### src/rtl/microfono_rx.sv
// rtl/microfono_rx.sv - I2S microphone receiver: bclk/ws generation, one-slot capture, 4-entry sample FIFO
module microfono_rx #(
  parameter int CLK_DIV = 8,
  parameter bit CHANNEL = 1'b0
) (
  input  logic        clk,
  input  logic        reset,
  input  logic        enable,
  input  logic        mic_sd,
  output logic        bclk,
  output logic        ws,
  output logic [15:0] sample_data,
  output logic        sample_valid,
  input  logic        sample_ready,
  output logic [2:0]  fifo_level,
  output logic        overflow
);

  localparam logic [7:0] DIV_LAST = 8'(CLK_DIV - 1);

  logic        sd_meta;
  logic        sd_sync;
  logic        en_q;
  logic [7:0]  div_cnt;
  logic [5:0]  bit_cnt;
  logic [15:0] shift;
  logic [15:0] mem [4];
  logic [1:0]  rd_ptr;
  logic [1:0]  wr_ptr;

  logic        tick;
  logic        rise;
  logic        fall;
  logic [4:0]  pos;
  logic        in_slot;
  logic [5:0]  bit_cnt_next;
  logic        push;
  logic        pop;
  logic        full;
  logic        do_push;
  logic [15:0] word;

  // The edge where enable is first seen high only arms the divider, so rise k lands on CLK_DIV*(2k+1).
  assign tick         = enable && en_q && (div_cnt == DIV_LAST);
  assign rise         = tick && !bclk;
  assign fall         = tick && bclk;
  assign pos          = bit_cnt[4:0];
  assign in_slot      = (bit_cnt[5] == CHANNEL);
  assign bit_cnt_next = bit_cnt + 6'd1;
  assign word         = {shift[14:0], sd_sync};
  assign push         = rise && in_slot && (pos == 5'd16);
  assign pop          = sample_valid && sample_ready;
  assign full         = (fifo_level == 3'd4);
  assign do_push      = push && (!full || pop);

  assign sample_valid = (fifo_level != 3'd0);
  assign sample_data  = mem[rd_ptr];

  always_ff @(posedge clk) begin
    if (reset) begin
      sd_meta    <= 1'b0;
      sd_sync    <= 1'b0;
      en_q       <= 1'b0;
      div_cnt    <= 8'd0;
      bit_cnt    <= 6'd0;
      shift      <= 16'd0;
      bclk       <= 1'b0;
      ws         <= 1'b0;
      rd_ptr     <= 2'd0;
      wr_ptr     <= 2'd0;
      fifo_level <= 3'd0;
      overflow   <= 1'b0;
      for (int i = 0; i < 4; i++) mem[i] <= 16'd0;
    end else begin
      sd_meta <= mic_sd;
      sd_sync <= sd_meta;
      en_q    <= enable;

      if (!enable) begin
        div_cnt <= 8'd0;
        bit_cnt <= 6'd0;
        shift   <= 16'd0;
        bclk    <= 1'b0;
        ws      <= 1'b0;
      end else if (en_q) begin
        if (tick) begin
          div_cnt <= 8'd0;
          bclk    <= !bclk;
        end else begin
          div_cnt <= div_cnt + 8'd1;
        end
        if (fall) begin
          bit_cnt <= bit_cnt_next;
          ws      <= bit_cnt_next[5];
        end
        if (rise && in_slot && (pos >= 5'd1) && (pos <= 5'd16)) shift <= word;
      end

      // A push into a full FIFO survives only if the head leaves on the same edge.
      if (do_push) begin
        mem[wr_ptr] <= word;
        wr_ptr      <= wr_ptr + 2'd1;
      end
      if (push && full && !pop) overflow <= 1'b1;
      if (pop) rd_ptr <= rd_ptr + 2'd1;

      case ({do_push, pop})
        2'b10:   fifo_level <= fifo_level + 3'd1;
        2'b01:   fifo_level <= fifo_level - 3'd1;
        default: fifo_level <= fifo_level;
      endcase
    end
  end

endmodule

### config.mk
export PLATFORM = sky130hd
export DESIGN_NAME = microfono_rx
export DESIGN_NICKNAME = d
export VERILOG_FILES = /design/src/rtl/microfono_rx.sv
export SDC_FILE = /design/constraint.sdc
export NUM_CORES = 1
export LEC_CHECK = 0
export ABC_CLOCK_PERIOD_IN_PS = 10080
export BUFFER_PORTS_ARGS = -buffer_cell sky130_fd_sc_hd__buf_2
export CORE_MARGIN = 8
export CORE_UTILIZATION = 67
export CTS_BUF_LIST = sky130_fd_sc_hd__clkbuf_8
export DETAILED_ROUTE_END_ITERATION = 10
export PLACE_DENSITY = 0.92
export SETUP_SLACK_MARGIN = 0.3
export SLEW_MARGIN = 20
export SYNTH_ARGS = -nofsm -noshare
export SYNTH_HDL_FRONTEND = slang
export SYNTH_SLANG_ARGS = --single-unit
### constraint.sdc
create_clock -name clk -period 10.08 [get_ports clk]
set_input_delay 2.016 -clock clk [delete_from_list [all_inputs] [get_ports clk]]
set_output_delay 2.016 -clock clk [all_outputs]
set_load 0.1 [all_outputs]
==> results of run 1 <==
cell families (layout without fill, tap and decap cells):
group | count (synthesis) | in the layout | synth area share
AOI/OAI and AO/OA | 25 | 25 | 0.0307
xor gates and xnor gates | 17 | 17 | 0.0321
adders and majority gates | 5 | 5 | 0.0151
buffers and inverters | 29 | 56 | 0.0278
DFF | 107 | 107 | 0.600
muxes | 20 | 20 | 0.0871
and+or+nand+nor | 168 | 168 | 0.208
per-layer routing:
metal	track usage	part of all wire	up-vias
met5	0	0	-
met4	0.0873	0.019	0
met3	0.0321	0.071	15
met2	0.309	0.52	84
met1	0.191	0.39	1334
li1	-	-	1354
state kept, by name, indices dropped and copies added, names as in the netlist, named ones only:
| register | cells |
|---|---|
| sd_meta | 1 |
| sd_sync | 1 |
| overflow | 1 |
| div_cnt | 8 |
| wr_ptr | 2 |
| rd_ptr | 2 |
| ws | 1 |
| shift | 15 |
| bit_cnt | 5 |
| en_q | 1 |
| fifo_level | 3 |
| mem | 64 |
| bclk | 1 |
cell type report:
class / instances / area, µm²
sequential: 107 / 2780
fill: 422 / 1760
multi-input combinational: 235 / 1740
timing repair buffer: 31 / 165
clock buffer: 9 / 124
tap: 80 / 100
clock inverter: 7 / 52.6
inverter: 9 / 33.8
worst max path at each step:
stage | from | endpoint | slack [ns]
after floorplan | enable | mem[0][0]$_SDFFCE_PN0P_ | 5.45
after global placement | enable | mem[2][1]$_SDFFCE_PN0P_ | 5.91
after detailed placement | enable | mem[1][12]$_SDFFCE_PN0P_ | 5.85
after CTS | flip-flop | sample_data[14] | 5.62
after global routing | flip-flop | sample_data[14] | 5.95
final | flip-flop | sample_data[14] | 6.03
layout by cell type, fill, tap and decap left out, drive strengths merged, types with 2 or more instances in the layout:
cell type | synthesis | final
and2 | 62 | 62
or4b | 2 | 2
nor4b | 2 | 2
o21ai | 17 | 17
clkinv | 0 | 2
nand4 | 5 | 5
clkbuf | 14 | 9
mux4 | 16 | 16
inv | 9 | 13
buf | 6 | 31
xor2 | 12 | 12
mux2 | 3 | 3
or4 | 2 | 2
dfxtp | 43 | 43
ha | 4 | 4
nor3 | 2 | 2
and3b | 3 | 3
xnor2 | 5 | 5
nor2b | 3 | 3
edfxtp | 64 | 64
nor2 | 29 | 29
and3 | 5 | 5
o31ai | 2 | 2
nor4 | 4 | 4
nand3 | 17 | 17
nand2 | 29 | 29
a21oi | 2 | 2
stage by stage:
| step | util | setup slack [ns] |
|---|---|---|
| after floorplan | - | 5.45 |
| after global placement | 0.714 | 5.91 |
| after detailed placement | 0.714 | 5.85 |
| after CTS | 0.740 | 5.62 |
| after global routing | 0.740 | 5.95 |
| final | 0.740 | 6.03 |
cell usage after synthesis, drive strengths merged, types with 5 or more instances:
cell type  count
nor2          29
and2          62
mux4          16
nand3         17
inv            9
nand2         29
buf            6
dfxtp         43
o21ai         17
xnor2          5
xor2          12
edfxtp        64
and3           5
nand4          5
clkbuf        14
critical path, stage by stage, from the launching register on:
cell and delay [ns]:
sky130_fd_sc_hd__dfxtp_2 0.73, sky130_fd_sc_hd__mux4_2 0.62, sky130_fd_sc_hd__buf_2 0.31
power by group:
part / internal (W) / leakage (nW) / switching (W)
Combinational: 0.0000708 / 0.710 / 0.000225
Sequential: 0.000482 / 0.975 / 0.0000282
Clock: 0.0000918 / 0.0919 / 0.000146
Total: 0.000645 / 1.78 / 0.000399
==> out/qor.txt, run 1 <==
per-cell via count in the routed design: 5.83
H-tree Lvls: 3
via count of the first global-routing pass: 2,786
buffer depth of the longest clock path: 2
endpoint of the lowest-slack register-to-register path: mem[1][12]$_SDFFCE_PN0P_
count of hold buffers inserted by post-cts repair: 0
largest net degree at the start of global routing: 34
via count of the routed design: 2,787
clock latency on the worst-skew pair: 0.37 ns
post-CTS setup buffer count: 0
sequential fraction of the synthesis area: 0.600
TritonCTS Buffers: 9
number of placed instances, taps included: 462
Core Footprint: 6760 µm²
top cell type's share of synthesized area: 0.414
routed wire length: 8270 µm
Mapped Cells: 371
global-route wire length before repair: 13,300 µm
Cell Area, Synth: 4640 µm²
slew at the pin closest to its max-slew limit: 0.921 ns
total inserted antenna cells: 0
path type of the worst setup path: flip-flop to primary output
VDD IR max: 0.113 mV
Hold/Removal Path Class: flip-flop to flip-flop
drt initial violations: 107
arrival time worst endpoint: 2.04 ns
layout overhead on the synthesized area: 7.71%
Die X-Extent: 99.2 µm
Post-Synthesis Mean Instance Area: 12.5 µm²
instance area at placement: 4820 µm²
Layout Skew: 0.0193 ns
distinct cell type count of the synthesized netlist: 44
Pre-Repair DR Iteration Count: 4
antenna-violating nets left: 0
startpoint kind of the worst setup timing path: flip-flop
Crit. End Element: primary output
Post-Route Hold Slack: 0.452 ns
proportion of register bits with asynchronous set or reset after synthesis: 0
final global-route overflow total: 0
relative slew slack: 0.385
number of design rule violations left after detail routing: 0
CTS tree: built
final critical-path share of the clock period: 0.402
standard-cell row count: 30
sum of negative setup slack: 0 ns
global router's overall resource usage: 0.173
count of state elements after synthesis: 107
chip height: 99.2 µm
critical path peak fanout: 16
clk sinks: 107
number of antenna violations at the first check in global routing: 0
Finished Layout Cells: 478
post-CTS sizing: 0
I/O pins: 28
total of endpoints with negative setup slack in the final report: 0
reg2reg setup slack: 7.37 ns
RR Startpoint: bit_cnt[0]$_SDFFE_PP0P_
fin crit period: 4.05 ns
Starting Density: 0.687
worst min-delay path startpoint: sd_meta$_SDFF_PP0_
clock transition at the register clock pins on the worst setup and hold paths after CTS: 0.11 ns
final-report hold violation count: 0
power density relative to cell area: 209 nW/µm²
top flip-flop cell by instance count after synthesis: sky130_fd_sc_hd__edfxtp_1
last weighted congestion value of the routability-driven placer: 0.816
post-layout net count: 403
die area: 9850 µm²
Leak Pwr: 1.78 nW
Pins Over Slew Limit: 0
MaxCap Viol Count: 0
total power of the final layout: 0.00104 W
design area: 5000 µm²
CTS Root Buffer Type: sky130_fd_sc_hd__clkbuf_8
number of enable-type register cells in the synthesized netlist: 64
status: finished clean
worst reg2reg path depth: 7
ratio of cells with drive above 1 in the final layout: 0.188
setup repair after global routing missed its margin: false
Yosys warning total: 0
buffers added on ports: 27
cell count of the worst hold path: 1
final HPWL from detailed placement: 5550 µm
destination of the worst hold path: sd_sync$_SDFF_PP0_
Max Fclk: 247 MHz
WL per Instance: 17.3 µm
number of nets produced by synthesis: 381
required time at the worst-slack endpoint: 8.06 ns
dominant cells by area after synthesis: sky130_fd_sc_hd__edfxtp_1, sky130_fd_sc_hd__dfxtp_1, sky130_fd_sc_hd__and2_1
Synth area leader: sky130_fd_sc_hd__edfxtp_1
No activity file was read; power rests on OpenSTA's default activity.
==> inputs of run 2 (changes only) <==
--- a/config.mk
+++ b/config.mk
@@ -5,13 +5,13 @@
 export SDC_FILE = /design/constraint.sdc
 export NUM_CORES = 1
 export LEC_CHECK = 0
-export ABC_CLOCK_PERIOD_IN_PS = 10080
+export ABC_CLOCK_PERIOD_IN_PS = 3800
 export BUFFER_PORTS_ARGS = -buffer_cell sky130_fd_sc_hd__buf_2
 export CORE_MARGIN = 8
-export CORE_UTILIZATION = 67
+export CORE_UTILIZATION = 63
 export CTS_BUF_LIST = sky130_fd_sc_hd__clkbuf_8
 export DETAILED_ROUTE_END_ITERATION = 10
-export PLACE_DENSITY = 0.92
+export PLACE_DENSITY = 0.87
 export SETUP_SLACK_MARGIN = 0.3
 export SLEW_MARGIN = 20
 export SYNTH_ARGS = -nofsm -noshare
==> constraint.sdc (replaced) <==
create_clock -name clk -period 3.8 [get_ports clk]
set_input_delay 0.76 -clock clk [delete_from_list [all_inputs] [get_ports clk]]
set_output_delay 0.76 -clock clk [all_outputs]
set_load 0.1 [all_outputs]
==> out/qor.txt, run 2 (synthesis gave the netlist of run 1 again) <==
post-CTS setup buffer count: 0 (unchanged)
clock latency on the worst-skew pair: 0.36 ns (was 0.37 ns)
TritonCTS Buffers: 9 (unchanged)
count of hold buffers inserted by post-cts repair: 0 (unchanged)
registers with the most flip-flops: mem (64), shift (15), div_cnt (8) (unchanged)
final-report hold violation count: 0 (unchanged)
Core Footprint: 7180 µm² (was 6760 µm²)
CTS Root Buffer Type: sky130_fd_sc_hd__clkbuf_8 (unchanged)
relative slew slack: 0.364 (was 0.385)
Layout Skew: 0.00697 ns (was 0.0193 ns)
Final Worst Setup Slack: 1.03 ns (was 6.03 ns)
startpoint kind of the worst setup timing path: flip-flop (unchanged)
I/O pins: 28 (unchanged)
final HPWL from detailed placement: 5240 µm (was 5550 µm)
via count of the routed design: 2,719 (was 2,787)
MaxCap Viol Count: 0 (unchanged)
Max Fclk: 361 MHz
H-tree Lvls: 3 (unchanged)
number of design rule violations left after detail routing: 0 (unchanged)
per-cell via count in the routed design: 5.46 (was 5.83)
multi-input combinational cell area: 1740 µm² (unchanged)
number of placed instances, taps included: 482 (was 462)
sum of negative setup slack: 0 ns (unchanged)
number of flip-flops under the largest register name: 64 (unchanged)
clk sinks: 107 (unchanged)
Pre-Repair DR Iteration Count: 4 (unchanged)
global-route wire length before repair: 13,000 µm (was 13,300 µm)
routed wire length: 7870 µm (was 8270 µm)
antenna-violating nets left: 0 (unchanged)
Leak Pwr: 1.80 nW (was 1.78 nW)
drt initial violations: 139 (was 107)
chip height: 102 µm (was 99.2 µm)
standard-cell row count: 31 (was 30)
VDD IR max: 0.262 mV (was 0.113 mV)
setup repair after global routing missed its margin: false (unchanged)
post-CTS sizing: 0 (unchanged)
path type of the worst setup path: flip-flop to flip-flop (was flip-flop to primary output)
combined flip-flop and latch cell area: 2780 µm² (about the same)
buffer depth of the longest clock path: 2 (unchanged)
Die X-Extent: 102 µm (was 99.2 µm)
last weighted congestion value of the routability-driven placer: 0.804 (was 0.816)
Crit. End Element: flip-flop (was primary output)
slew at the pin closest to its max-slew limit: 0.953 ns (was 0.921 ns)
largest net degree at the start of global routing: 34 (unchanged)
# fillers: 464 (was 422)
WL per Instance: 15.8 µm (was 17.3 µm)
Setup WS pre-CTS: 0.751 ns (was 5.85 ns)
Finished Layout Cells: 498 (was 478)
number of antenna violations at the first check in global routing: 0 (unchanged)
final cell utilization of the core: 0.705 (was 0.740)
status: finished clean (unchanged)
final global-route overflow total: 0 (unchanged)
power density relative to cell area: 563 nW/µm² (was 209 nW/µm²)
buffers added on ports: 27 (unchanged)
Pins Over Slew Limit: 0 (unchanged)
global router's overall resource usage: 0.163 (was 0.173)
via count of the first global-routing pass: 2,712 (was 2,786)
clock transition at the register clock pins on the worst setup and hold paths after CTS: 0.10 ns (was 0.11 ns)
fin crit period: 2.77 ns
die area: 10,400 µm² (was 9850 µm²)
Starting Density: 0.647 (was 0.687)
ratio of cells with drive above 1 in the final layout: 0.190 (was 0.188)
Hold/Removal Path Class: flip-flop to flip-flop (unchanged)
arrival time worst endpoint: 3.00 ns (was 2.04 ns)
critical path peak fanout: 17 (was 16)
post-layout net count: 404 (was 403)
total inserted antenna cells: 0 (unchanged)
layout overhead on the synthesized area: 9.03% (was 7.71%)
most frequent cells in the layout: sky130_fd_sc_hd__edfxtp_1, sky130_fd_sc_hd__and2_1, sky130_fd_sc_hd__dfxtp_1, sky130_fd_sc_hd__nor2_1, sky130_fd_sc_hd__nand2_1 (unchanged)
required time at the worst-slack endpoint: 4.03 ns (was 8.06 ns)
register with the highest flop count: mem (unchanged)
total of endpoints with negative setup slack in the final report: 0 (unchanged)
CTS tree: built (unchanged)
most common cell after layout, fill and taps aside: sky130_fd_sc_hd__edfxtp_1 (unchanged)
final critical-path share of the clock period: 0.730
## run 2: changes by cell type in the layout (fill, tap and decap cells not counted), sizes merged
cell and change:
bufinv +1, inv -2, buf +1, clkinv +1, clkinvlp -1, clkbuf +1
## run 2: worst max-delay path, stage by stage (launching register included)
cell	delay, ns
sky130_fd_sc_hd__dfxtp_1	0.36
sky130_fd_sc_hd__inv_1	0.10
sky130_fd_sc_hd__ha_1	0.15
sky130_fd_sc_hd__or4bb_1	0.47
sky130_fd_sc_hd__nor4_4	0.36
sky130_fd_sc_hd__and3_1	0.58
sky130_fd_sc_hd__and3b_2	0.45
sky130_fd_sc_hd__and2_1	0.17
## run 2: final timing paths
check	end	cells past startpoint	startpoint	slack, ns
worst min register to register	sd_sync$_SDFF_PP0_	1	sd_meta$_SDFF_PP0_	0.44
worst max register to register	mem[1][0]$_SDFFCE_PN0P_	7	bit_cnt[0]$_SDFFE_PP0P_	1.03
worst min-delay path	sd_sync$_SDFF_PP0_	1	sd_meta$_SDFF_PP0_	0.44
worst max-delay path	mem[1][0]$_SDFFCE_PN0P_	7	bit_cnt[0]$_SDFFE_PP0P_	1.03
## run 2: power breakdown
part           total (W)  internal (W)  leakage (nW)  switching [W]
combinational   0.000831      0.000194         0.715       0.000637
clock           0.000711      0.000329         0.107       0.000382
sequential       0.00131       0.00128         0.974      0.0000308
## run 2: stage by stage
stage	total power [W]	area, µm²	hold WS (ns)
after detailed placement	0.00218	4850	0.422
after global routing	0.00294	5060	0.467
after global placement	0.00217	4850	0.421
after CTS	0.00287	5060	0.445
after floorplan	0.00209	4640	0.414
final	0.00285	5060	0.442
## run 2: metal layers
metal,share of wire,global-route usage,up-vias,wire length [µm]
li1,-,-,1358,-
met1,0.42,0.195,1295,3300
met2,0.52,0.285,60,4120
met3,0.048,0.0279,6,381
met4,0.0086,0.0688,0,68
met5,0,0,-,0
## run 2: area by class of cell
cell class              instances  share of cell area
well taps                      99              0.0245
clock inverters                 6              0.0138
flip-flops and latches        107               0.550
multi-input cells             235               0.344
repair buffers                 32              0.0341
inverters                       9             0.00668
clock buffers                  10              0.0272
